File: src/rtl/march_element_sequencer_pkg.sv
// march_element_sequencer_pkg: shared address-mode codes, element lengths and sequencer state encoding.
package march_element_sequencer_pkg;
  localparam int ADDR_WIDTH = 8;
  localparam int IR_BFW_ADMD = 3;
  localparam logic ADDR_UP = 1'b0;
  localparam logic [IR_BFW_ADMD-1:0] ADMD_LIN = 3'd0;
  localparam logic [IR_BFW_ADMD-1:0] ADMD_PRUD = 3'd1;
  localparam logic [IR_BFW_ADMD-1:0] ADMD_GRAY = 3'd2;
  localparam logic [IR_BFW_ADMD-1:0] ADMD_ROW = 3'd3;
  localparam int MES_N_LIN = 256;
  localparam int MES_N_PR = 255;
  typedef enum logic [1:0] {MES_IDLE, MES_LOAD, MES_RUN, MES_DONE} mes_state_t;
  function automatic int mes_len(input logic [IR_BFW_ADMD-1:0] admd);
    return (admd == ADMD_PRUD) ? MES_N_PR : MES_N_LIN;
  endfunction
endpackage

File: src/rtl/march_element_sequencer_step_counter.sv
// mes_step_counter: loadable down counter of remaining addresses with a zero flag.
module mes_step_counter #(
  parameter int W = 8
) (
  input  logic         clk,
  input  logic         rst,
  input  logic         ld,
  input  logic         en,
  input  logic [W-1:0] val,
  output logic         zero
);
  logic [W-1:0] cnt;
  always_ff @(posedge clk) begin
    if (rst) cnt <= '0;
    else if (ld) cnt <= val;
    else if (en) cnt <= cnt - 1'b1;
  end
  assign zero = cnt == '0;
endmodule

File: src/rtl/march_element_sequencer.sv
// march_element_sequencer: steps one march element through all addresses and op slots.
// Define MES_ABORT_EN to add the abort_in/aborted_out element abort.
module march_element_sequencer
  import march_element_sequencer_pkg::*;
#(
  parameter int ADDR_W = ADDR_WIDTH,
  parameter int ADMW = IR_BFW_ADMD,
  parameter int OPW = 2
) (
  input  logic            clk,
  input  logic            rst,
  input  logic            start_in,
  input  logic [ADMW-1:0] admd_in,
  input  logic            updwn_in,
  input  logic [OPW-1:0]  nops_in,
  input  logic            pause_in,
  output logic            s_out,
  output logic            r_out,
  output logic            hold_out,
  output logic            updwn_out,
  output logic [OPW-1:0]  op_idx_out,
  output logic            op_valid_out,
  output logic            last_addr_out,
  output logic            busy_out,
  output logic            done_out
`ifdef MES_ABORT_EN
  ,
  input  logic            abort_in,
  output logic            aborted_out
`endif
);
  mes_state_t state, state_nxt;
  logic upd, step_ld, step_en, step_zero, abort_hit;
  logic [OPW-1:0] nops, op_idx, op_nxt;
  mes_step_counter #(.W(ADDR_W)) u_step (
    .clk(clk),
    .rst(rst),
    .ld(step_ld),
    .en(step_en),
    .val(ADDR_W'(mes_len(admd_in) - 1)),
    .zero(step_zero)
  );
`ifdef MES_ABORT_EN
  assign abort_hit = abort_in && state != MES_IDLE;
  always_ff @(posedge clk) aborted_out <= !rst && abort_hit;
`else
  assign abort_hit = 1'b0;
`endif
  always_ff @(posedge clk) begin
    if (rst) begin
      state <= MES_IDLE;
      op_idx <= '0;
      upd <= 1'b0;
      nops <= '0;
    end else begin
      state <= state_nxt;
      op_idx <= op_nxt;
      if (step_ld) begin
        upd <= updwn_in;
        nops <= nops_in;
      end
    end
  end
  always_comb begin
    state_nxt = state;
    op_nxt = op_idx;
    step_ld = 1'b0;
    step_en = 1'b0;
    hold_out = 1'b1;
    op_valid_out = 1'b0;
    case (state)
      MES_IDLE: if (start_in) begin
        step_ld = 1'b1;
        op_nxt = '0;
        state_nxt = MES_LOAD;
      end
      MES_LOAD: begin
        hold_out = 1'b0;
        state_nxt = MES_RUN;
      end
      MES_RUN: if (!pause_in) begin
        op_valid_out = 1'b1;
        if (op_idx != nops) op_nxt = op_idx + 1'b1;
        else if (step_zero) state_nxt = MES_DONE;
        else begin
          hold_out = 1'b0;
          op_nxt = '0;
          step_en = 1'b1;
        end
      end
      default: state_nxt = MES_IDLE;
    endcase
    if (abort_hit) begin
      state_nxt = MES_IDLE;
      step_en = 1'b0;
      hold_out = 1'b1;
    end
  end
  assign s_out = state == MES_LOAD && upd == ADDR_UP;
  assign r_out = state == MES_LOAD && upd != ADDR_UP;
  assign updwn_out = state != MES_IDLE && upd;
  assign op_idx_out = state == MES_RUN ? op_idx : '0;
  assign last_addr_out = state == MES_RUN && step_zero;
  assign busy_out = state == MES_LOAD || state == MES_RUN;
  assign done_out = state == MES_DONE;
endmodule

File: config.mk
export PLATFORM = sky130hd
export DESIGN_NAME = march_element_sequencer
export DESIGN_NICKNAME = d
export VERILOG_FILES = /design/src/rtl/march_element_sequencer_pkg.sv /design/src/rtl/march_element_sequencer_step_counter.sv /design/src/rtl/march_element_sequencer.sv
export SDC_FILE = /design/constraint.sdc
export NUM_CORES = 1
export LEC_CHECK = 0
export ABC_AREA = 1
export ABC_CLOCK_PERIOD_IN_PS = 2600
export BUFFER_PORTS_ARGS = -buffer_cell sky130_fd_sc_hd__buf_2
export CELL_PAD_IN_SITES_DETAIL_PLACEMENT = 1
export CELL_PAD_IN_SITES_GLOBAL_PLACEMENT = 1
export CORE_ASPECT_RATIO = 1.4
export CORE_UTILIZATION = 35
export DETAILED_ROUTE_END_ITERATION = 10
export GPL_TIMING_DRIVEN = 0
export HOLD_SLACK_MARGIN = 0.06
export PLACE_DENSITY_LB_ADDON = 0.1
export SKIP_LAST_GASP = 1
export SYNTH_ARGS = -nofsm -noshare
export SYNTH_HDL_FRONTEND = slang
export SYNTH_SLANG_ARGS = --single-unit
File: constraint.sdc
create_clock -name clk -period 2.6 [get_ports clk]
set_clock_uncertainty 0.15 [all_clocks]
set_input_delay 0.39 -clock clk [delete_from_list [all_inputs] [get_ports clk]]
set_output_delay 0.39 -clock clk [all_outputs]
set_load 0.05 [all_outputs]
==> flow_summary.rst, run 1 <==
.. list-table::
   :header-rows: 1

   * - Metric
     - Value
   * - Status
     - completed
   * - DRC errors left
     - 0
   * - Slack of the worst reg-to-reg path
     - 0.36 ns
   * - Worst rel slew slack
     - 67.61%
   * - Post-Synth Simple-Gate Area
     - 35.91%
   * - Top post-synthesis cells by area
     - sky130_fd_sc_hd__dfxtp_1 27%, sky130_fd_sc_hd__nand2_1 14%, sky130_fd_sc_hd__inv_1 9.9%, sky130_fd_sc_hd__nor2_1 6.6%, sky130_fd_sc_hd__ha_1 5.5%
   * - Post-synth top flop
     - sky130_fd_sc_hd__dfxtp_1
   * - Synth Register Bits
     - 15
   * - Count of buffering cells on the critical path with inverters included
     - 4
   * - Number of antenna repair diodes
     - 0
   * - Combinational power share
     - 68.8%
   * - Post-detailed-route wirelength per cell
     - 12.57 um
   * - Effective utilization at floorplan
     - 36.61%
   * - Timing startpoint of the critical path
     - state[0]
   * - Die Width
     - 50.07 um
   * - Total power after layout
     - 1.840 mW
   * - Max-cap viol count
     - 0
   * - Largest family of logic cells by synthesized area
     - simple AND/OR/NAND/NOR gates
   * - Most instantiated cells after synthesis
     - 43 x sky130_fd_sc_hd__nand2_1, 30 x sky130_fd_sc_hd__inv_1, 20 x sky130_fd_sc_hd__nor2_1
   * - Post-Synthesis Mean Instance Area
     - 6.470 um^2
   * - Post-synth top area cell
     - sky130_fd_sc_hd__dfxtp_1
   * - Critical path start-end classification
     - reg2out
   * - Fin crit period
     - 2.276 ns
   * - Maximum clock frequency
     - 0.4393 GHz
   * - Final design utilization
     - 42.72%
   * - Delay contributed by the slowest stage of the critical path
     - approximately 0.37 ns
   * - Metal1 wirelength
     - ~1300 um
   * - Pin count of the biggest net entering global routing
     - 11
   * - Compound-cell area share of the yosys netlist
     - roughly 16%
   * - Latest clock arrival within the worst-skew pair
     - 0.25 ns
   * - Buffer cell driving the clock tree root
     - sky130_fd_sc_hd__clkbuf_8
   * - Net Sw Power
     - 1.013 mW
   * - Tightest Hold Check Type
     - in2reg
   * - Post-layout nets
     - 214
   * - Internal cell power
     - 0.8274 mW
   * - Number of instances in the synthesized netlist
     - 175
   * - Site Rows
     - 24
   * - Arithmetic-cell share of the synthesized area counting full adders, half adders and majority gates
     - approximately 5.5%
   * - Fraction of synthesized area in multiplexers
     - 0%
   * - Clock transition at the registers of the reported paths
     - 0.06 ns
   * - Launch point of the worst hold path
     - rst
   * - Slew at the pin closest to its max-slew limit
     - 0.4859 ns
   * - Number of enable flip-flop cells after synthesis
     - 0
   * - Core area
     - 3093 um^2
   * - Post-synthesis instance area
     - 1132 um^2
   * - Remaining antenna violation count after routing
     - 0
   * - Total negative setup slack
     - 0 ns
   * - DRT iter0 DRCs
     - 10
   * - Clk pwr share
     - a little over a tenth
   * - DP Wirelength
     - between 2000 and 2500 um
   * - Cts bufs inserted
     - 3
   * - Uppermost layer routed
     - met4
   * - Async set-reset flop share out of synthesis
     - 0%
   * - Critical Path, Cell by Cell
     - inv_1 -> ha_1 -> buf_4 -> inv_4 -> nor2_4 -> nand3_2 -> nor2_2 -> a21oi_1 -> buf_2
   * - Netlist cell types
     - 26
   * - Global route overflow
     - 0
   * - Global-route wire length before repair
     - between 5000 and 6000 um
   * - Final worst-path cycle share
     - 87.55%
   * - Critical Path Fanout Max
     - 8
   * - Most frequent cell after synthesis
     - sky130_fd_sc_hd__nand2_1
   * - Worst voltage drop across the vdd grid
     - 0.5077 mV
   * - Crit path arrival time
     - 1.74 ns
   * - Leak Pwr
     - between 0.6 and 0.7 nW
   * - Critical Path Slowest Stage Cell
     - sky130_fd_sc_hd__dfxtp_1
   * - Endpoint required time on the critical path
     - 2.06 ns
   * - Cell type group with the largest total delay on the critical path
     - buffers and inverters
   * - H-Tree Level Count
     - 1
   * - CTS Hold Bufs
     - 0
   * - Die Outline Area
     - 3470 um^2
   * - Top-level I/O count
     - 20
   * - Die Span Y
     - 69.30 um
   * - Startpoint kind of the worst setup timing path
     - flip-flop
   * - Drt total wl
     - 2979 um
   * - Portion of the post-synthesis area used by sequential elements
     - 26.52%
   * - Proportion of netlist area held by the largest area contributor
     - 26.52%
   * - Xor-xnor portion of the synthesized cell area
     - 2.210%
   * - Vias in the first global route
     - 1191
   * - Ratio of cells with drive above 1 in the final layout
     - between 20% and 30%
   * - Setup-violating endpoint count in the final report
     - 0
   * - IO Port Bufs
     - 19
   * - Warnings from Yosys
     - 0
   * - Detailed Routing Iterations Pass 1
     - 4
   * - Max-slew violation count
     - 0
   * - Worst reg2reg startpoint
     - state[0]
   * - Layout area overhead
     - 16.69%
   * - TritonCTS clock tree
     - built
   * - Power per unit of standard cell area
     - 1393 nW/um^2
   * - Buffers inserted by post-CTS timing repair
     - 0
   * - Wire length on met3
     - 49 um
   * - Last weighted congestion value of the routability-driven placer
     - 0.8651
   * - Proportion of total power due to net switching
     - 55.04%
   * - Met2 routed wirelength
     - 1614 um
   * - Buffer depth of the longest clock path
     - 2
   * - Post-cts repair resize count
     - 0
   * - GRT Overall Usage
     - 19.39%
   * - Vias after detailed routing
     - 1133
   * - Final hold vios
     - 0
   * - Clock sinks
     - 15
   * - Fraction of power consumed by sequential logic
     - 20.5%
   * - Unrepaired setup endpoints after global routing
     - no
   * - Post-synth net total
     - 190
   * - Endpoint class of the critical path
     - primary output
   * - Antenna violations before repair
     - 0
   * - Per-cell via count in the routed design
     - 4.781
   * - # fillers
     - ~440
## cells by family after synthesis
kind of cell	Yosys count
AND/OR/NAND/NOR	87
buffers and inverters	36
AO/OA/AOI/OAI	30
flip-flops	15
adder cells (fa/ha/maj)	5
XOR/XNOR	2
## per-stage QoR
step	cell area, um^2	hold WS (ns)	cells	setup slack, ns
5_1_grt	1321	0.2065	237	0.1357
2_1_floorplan	1132	0.2945	175	0.2426
3_3_place_gp	1276	0.3084	233	0.3863
3_5_place_dp	1276	0.3271	233	0.3494
6_report	1321	0.2183	237	0.3236
4_1_cts	1321	0.2105	237	0.2849
## worst register-to-register path, cell delays in order (launching register included)
cell,delay [ns]
sky130_fd_sc_hd__dfxtp_1,0.37
sky130_fd_sc_hd__inv_1,0.09
sky130_fd_sc_hd__ha_1,0.27
sky130_fd_sc_hd__nand2_4,0.14
sky130_fd_sc_hd__clkinv_4,0.10
sky130_fd_sc_hd__o21ai_0,0.25
sky130_fd_sc_hd__ha_1,0.22
sky130_fd_sc_hd__inv_1,0.07
sky130_fd_sc_hd__nor2_4,0.18
sky130_fd_sc_hd__nand3_1,0.09
sky130_fd_sc_hd__nand2_1,0.06
sky130_fd_sc_hd__nand3_1,0.06
sky130_fd_sc_hd__nand2_1,0.06
sky130_fd_sc_hd__inv_1,0.03
## metal layers
| metal | vias up | GRT usage, % |
|---|---|---|
| met1 | 525 | 20.49 |
| li1 | 590 | - |
| met3 | 5 | 1.974 |
| met2 | 13 | 36.30 |
| met4 | 0 | 9.524 |
| met5 | - | 0 |
## final timing paths
check	to	cells after the start
max	hold_out	9
min	u_step.cnt[5]	2
max reg2reg	u_step.cnt[6]	13
min reg2reg	u_step.cnt[5]	2
## state kept, by name, indices dropped and copies added (netlist names)
signal      count
nops            2
state           2
u_step.cnt      8
upd             1
op_idx          2
## cell usage in the layout (no fill, tap or decap), drive strengths merged
cell	count
clkbuf	5
ha	5
a21oi	11
nand3b	1
nand2	45
inv	31
nor2	25
o21ai	17
xnor2	2
nand3	13
o21bai	1
buf	22
a31oi	1
dfxtp	15
clkinv	1
nand4	3
## layout make-up
type	count	area (um^2)	area share, %
Inverter	32	127.6	9.659
Tap cell	39	48.80	3.693
Timing Repair Buffer	19	95.09	7.197
Buffer	4	33.78	2.557
Clock buffer	4	45.04	3.409
Multi-Input combinational cell	124	670.6	50.76
Sequential cell	15	300.3	22.73
## power by group through the flow
stage | registers [mW] | logic (mW) | clock network, mW
2_1_floorplan | 0.366 | 1.03 | 0
3_3_place_gp | 0.378 | 1.25 | 0
3_5_place_dp | 0.385 | 1.28 | 0
4_1_cts | 0.381 | 1.29 | 0.206
5_1_grt | 0.387 | 1.42 | 0.214
6_report | 0.378 | 1.27 | 0.195
(Power assumes the default switching activity.)
==> inputs of run 2 (changes only) <==
--- a/config.mk
+++ b/config.mk
@@ -7,7 +7,7 @@
 export LEC_CHECK = 0
 export ABC_AREA = 1
 export ABC_CLOCK_PERIOD_IN_PS = 2600
-export BUFFER_PORTS_ARGS = -buffer_cell sky130_fd_sc_hd__buf_2
+export BUFFER_PORTS_ARGS = -buffer_cell sky130_fd_sc_hd__buf_4
 export CELL_PAD_IN_SITES_DETAIL_PLACEMENT = 1
 export CELL_PAD_IN_SITES_GLOBAL_PLACEMENT = 1
 export CORE_ASPECT_RATIO = 1.4
==> flow_summary.rst, run 2 (synthesis results as in run 1) <==
.. list-table::
   :header-rows: 1

   * - Metric
     - Value
   * - Global-route wire length before repair
     - 5257 um
   * - Setup-violating endpoint count in the final report
     - 0
   * - Core area
     - about 3100 um^2
   * - Leak Pwr
     - a little over 0.7 nW
   * - Ratio of cells with drive above 1 in the final layout
     - 21.72%
   * - Startpoint kind of the worst setup timing path
     - flip-flop
   * - Global route overflow
     - 0
   * - Die Outline Area
     - 3470 um^2
   * - Buffers inserted by post-CTS timing repair
     - 0
   * - H-Tree Level Count
     - 1
   * - Site Rows
     - 24
   * - Final worst setup slack
     - around 0.36 ns
   * - Latest clock arrival within the worst-skew pair
     - roughly 0.25 ns
   * - Worst rel slew slack
     - 67.33%
   * - Most used cells in the layout excluding fill and tap cells
     - 43 x sky130_fd_sc_hd__nand2_1, 30 x sky130_fd_sc_hd__inv_1, 20 x sky130_fd_sc_hd__buf_4, 20 x sky130_fd_sc_hd__nor2_1, 15 x sky130_fd_sc_hd__dfxtp_1
   * - Unrepaired setup endpoints after global routing
     - no
   * - IO Port Bufs
     - 19
   * - Most flop-heavy register
     - u_step.cnt
   * - Fin crit period
     - 2.237 ns
   * - Max-cap viol count
     - 0
   * - Crit path arrival time
     - 2.24 ns
   * - Drt total wl
     - 2953 um
   * - CTS Hold Bufs
     - 0
   * - Vias in the first global route
     - 1242
   * - Final worst-path cycle share
     - 86.03%
   * - Last weighted congestion value of the routability-driven placer
     - 0.7968
   * - Effective utilization at floorplan
     - 36.61%
   * - Critical Path Fanout Max
     - 7
   * - Endpoint required time on the critical path
     - 2.60 ns
   * - DRC errors left
     - 0
   * - Antenna violations before repair
     - 0
   * - Number of antenna repair diodes
     - 0
   * - Endpoint class of the critical path
     - flip-flop
   * - Placed insts
     - 233
   * - Power per unit of standard cell area
     - 1370 nW/um^2
   * - DP Wirelength
     - ~2400 um
   * - GRT Overall Usage
     - 19.51%
   * - TritonCTS clock tree
     - built
   * - Max-slew violation count
     - 0
   * - Critical path start-end classification
     - reg2reg
   * - Final hold vios
     - 0
   * - Die Width
     - 50.07 um
   * - Vias after detailed routing
     - 1164
   * - DRT iter0 DRCs
     - 19
   * - Setup Slack @ Placement
     - between 0.3 and 0.4 ns
   * - Top-level I/O count
     - 20
   * - Maximum clock frequency
     - 0.4471 GHz
   * - Per-cell via count in the routed design
     - ~4.9
   * - Tightest Hold Check Type
     - in2reg
   * - Post-route cell area
     - 1369 um^2
   * - Remaining antenna violation count after routing
     - 0
   * - Detailed Routing Iterations Pass 1
     - 4
   * - Die Span Y
     - 69.30 um
   * - Cts bufs inserted
     - 3
   * - Post-detailed-route wirelength per cell
     - ~12 um
   * - Worst voltage drop across the vdd grid
     - 0.5380 mV
   * - Pin count of the biggest net entering global routing
     - 11
   * - Layout area overhead
     - 20.88%
   * - Post-route non-filler standard cell count
     - 237
   * - Total negative setup slack
     - 0 ns
   * - Slew at the pin closest to its max-slew limit
     - slightly below 0.5 ns
   * - Status
     - completed
   * - Buffer depth of the longest clock path
     - 2
   * - Clock transition at the registers of the reported paths
     - 0.06 ns
   * - Leading cell type in the layout, fill and taps excluded
     - sky130_fd_sc_hd__nand2_1
   * - Buffer cell driving the clock tree root
     - sky130_fd_sc_hd__clkbuf_8
   * - Post-layout nets
     - 214
   * - Dpl cell area
     - 1324 um^2
   * - Flip-flop count of the largest register, all copies and words added
     - 8
   * - Clock sinks
     - 15
   * - Post-cts repair resize count
     - 0
run 2: cell counts in the layout (fill, tap and decap cells not counted):
No cell type changed its count.
run 2: report_power, final:
part	total, mW	internal, mW	leakage [nW]	switching, mW
clock	0.193	0.109	0.0228	0.0846
combinational	1.30	0.437	0.559	0.866
sequential	0.379	0.314	0.124	0.0652
total	1.88	0.860	0.705	1.02
run 2: metrics by stage:
| step | util [%] | hold slack [ns] | total power [mW] |
|---|---|---|---|
| finish | 44.26 | 0.1719 | 1.875 |
| global route | 44.26 | 0.1720 | 2.055 |
| CTS | 44.26 | 0.1697 | 1.899 |
| detailed placement | 42.80 | 0.3238 | 1.695 |
| global placement | 42.80 | 0.3076 | 1.654 |
| floorplan | - | 0.2945 | 1.397 |
run 2: final cells by class:
| cell class | count | area (um^2) |
|---|---|---|
| multi-input combinational | 124 | 670.6 |
| fill | 428 | 1724 |
| clock buffer | 4 | 45.04 |
| timing repair buffer | 19 | 142.6 |
| buffer | 4 | 33.78 |
| sequential | 15 | 300.3 |
| tap | 39 | 48.80 |
| inverter | 32 | 127.6 |
run 2: layer usage:
layer / track usage [%] / share of wire, % / vias to the layer above
met5: 0 / 0 / -
met4: 7.619 / 1.8 / 0
met3: 1.974 / 1.7 / 5
met2: 37.63 / 56 / 13
met1: 20.43 / 41 / 554
li1: - / - / 592
run 2: path summary, 6_finish.rpt:
path	from	end	slack [ns]	depth (start not counted)
setup / recovery	state[0]	u_step.cnt[6]	0.36	13
hold / removal	rst	u_step.cnt[5]	0.17	2
setup reg to reg	state[0]	u_step.cnt[6]	0.36	13
hold reg to reg	nops[1]	nops[1]	0.33	2
run 2: critical path, cell delays in order (launching register included):
cell and delay [ns]:
sky130_fd_sc_hd__dfxtp_1 0.36, sky130_fd_sc_hd__inv_1 0.09, sky130_fd_sc_hd__ha_1 0.28, sky130_fd_sc_hd__nand2_4 0.14
sky130_fd_sc_hd__clkinv_4 0.11, sky130_fd_sc_hd__o21ai_0 0.24, sky130_fd_sc_hd__ha_1 0.22, sky130_fd_sc_hd__inv_1 0.07
sky130_fd_sc_hd__nor2_4 0.17, sky130_fd_sc_hd__nand3_1 0.09, sky130_fd_sc_hd__nand2_1 0.06, sky130_fd_sc_hd__nand3_1 0.06
sky130_fd_sc_hd__nand2_1 0.06, sky130_fd_sc_hd__inv_1 0.03
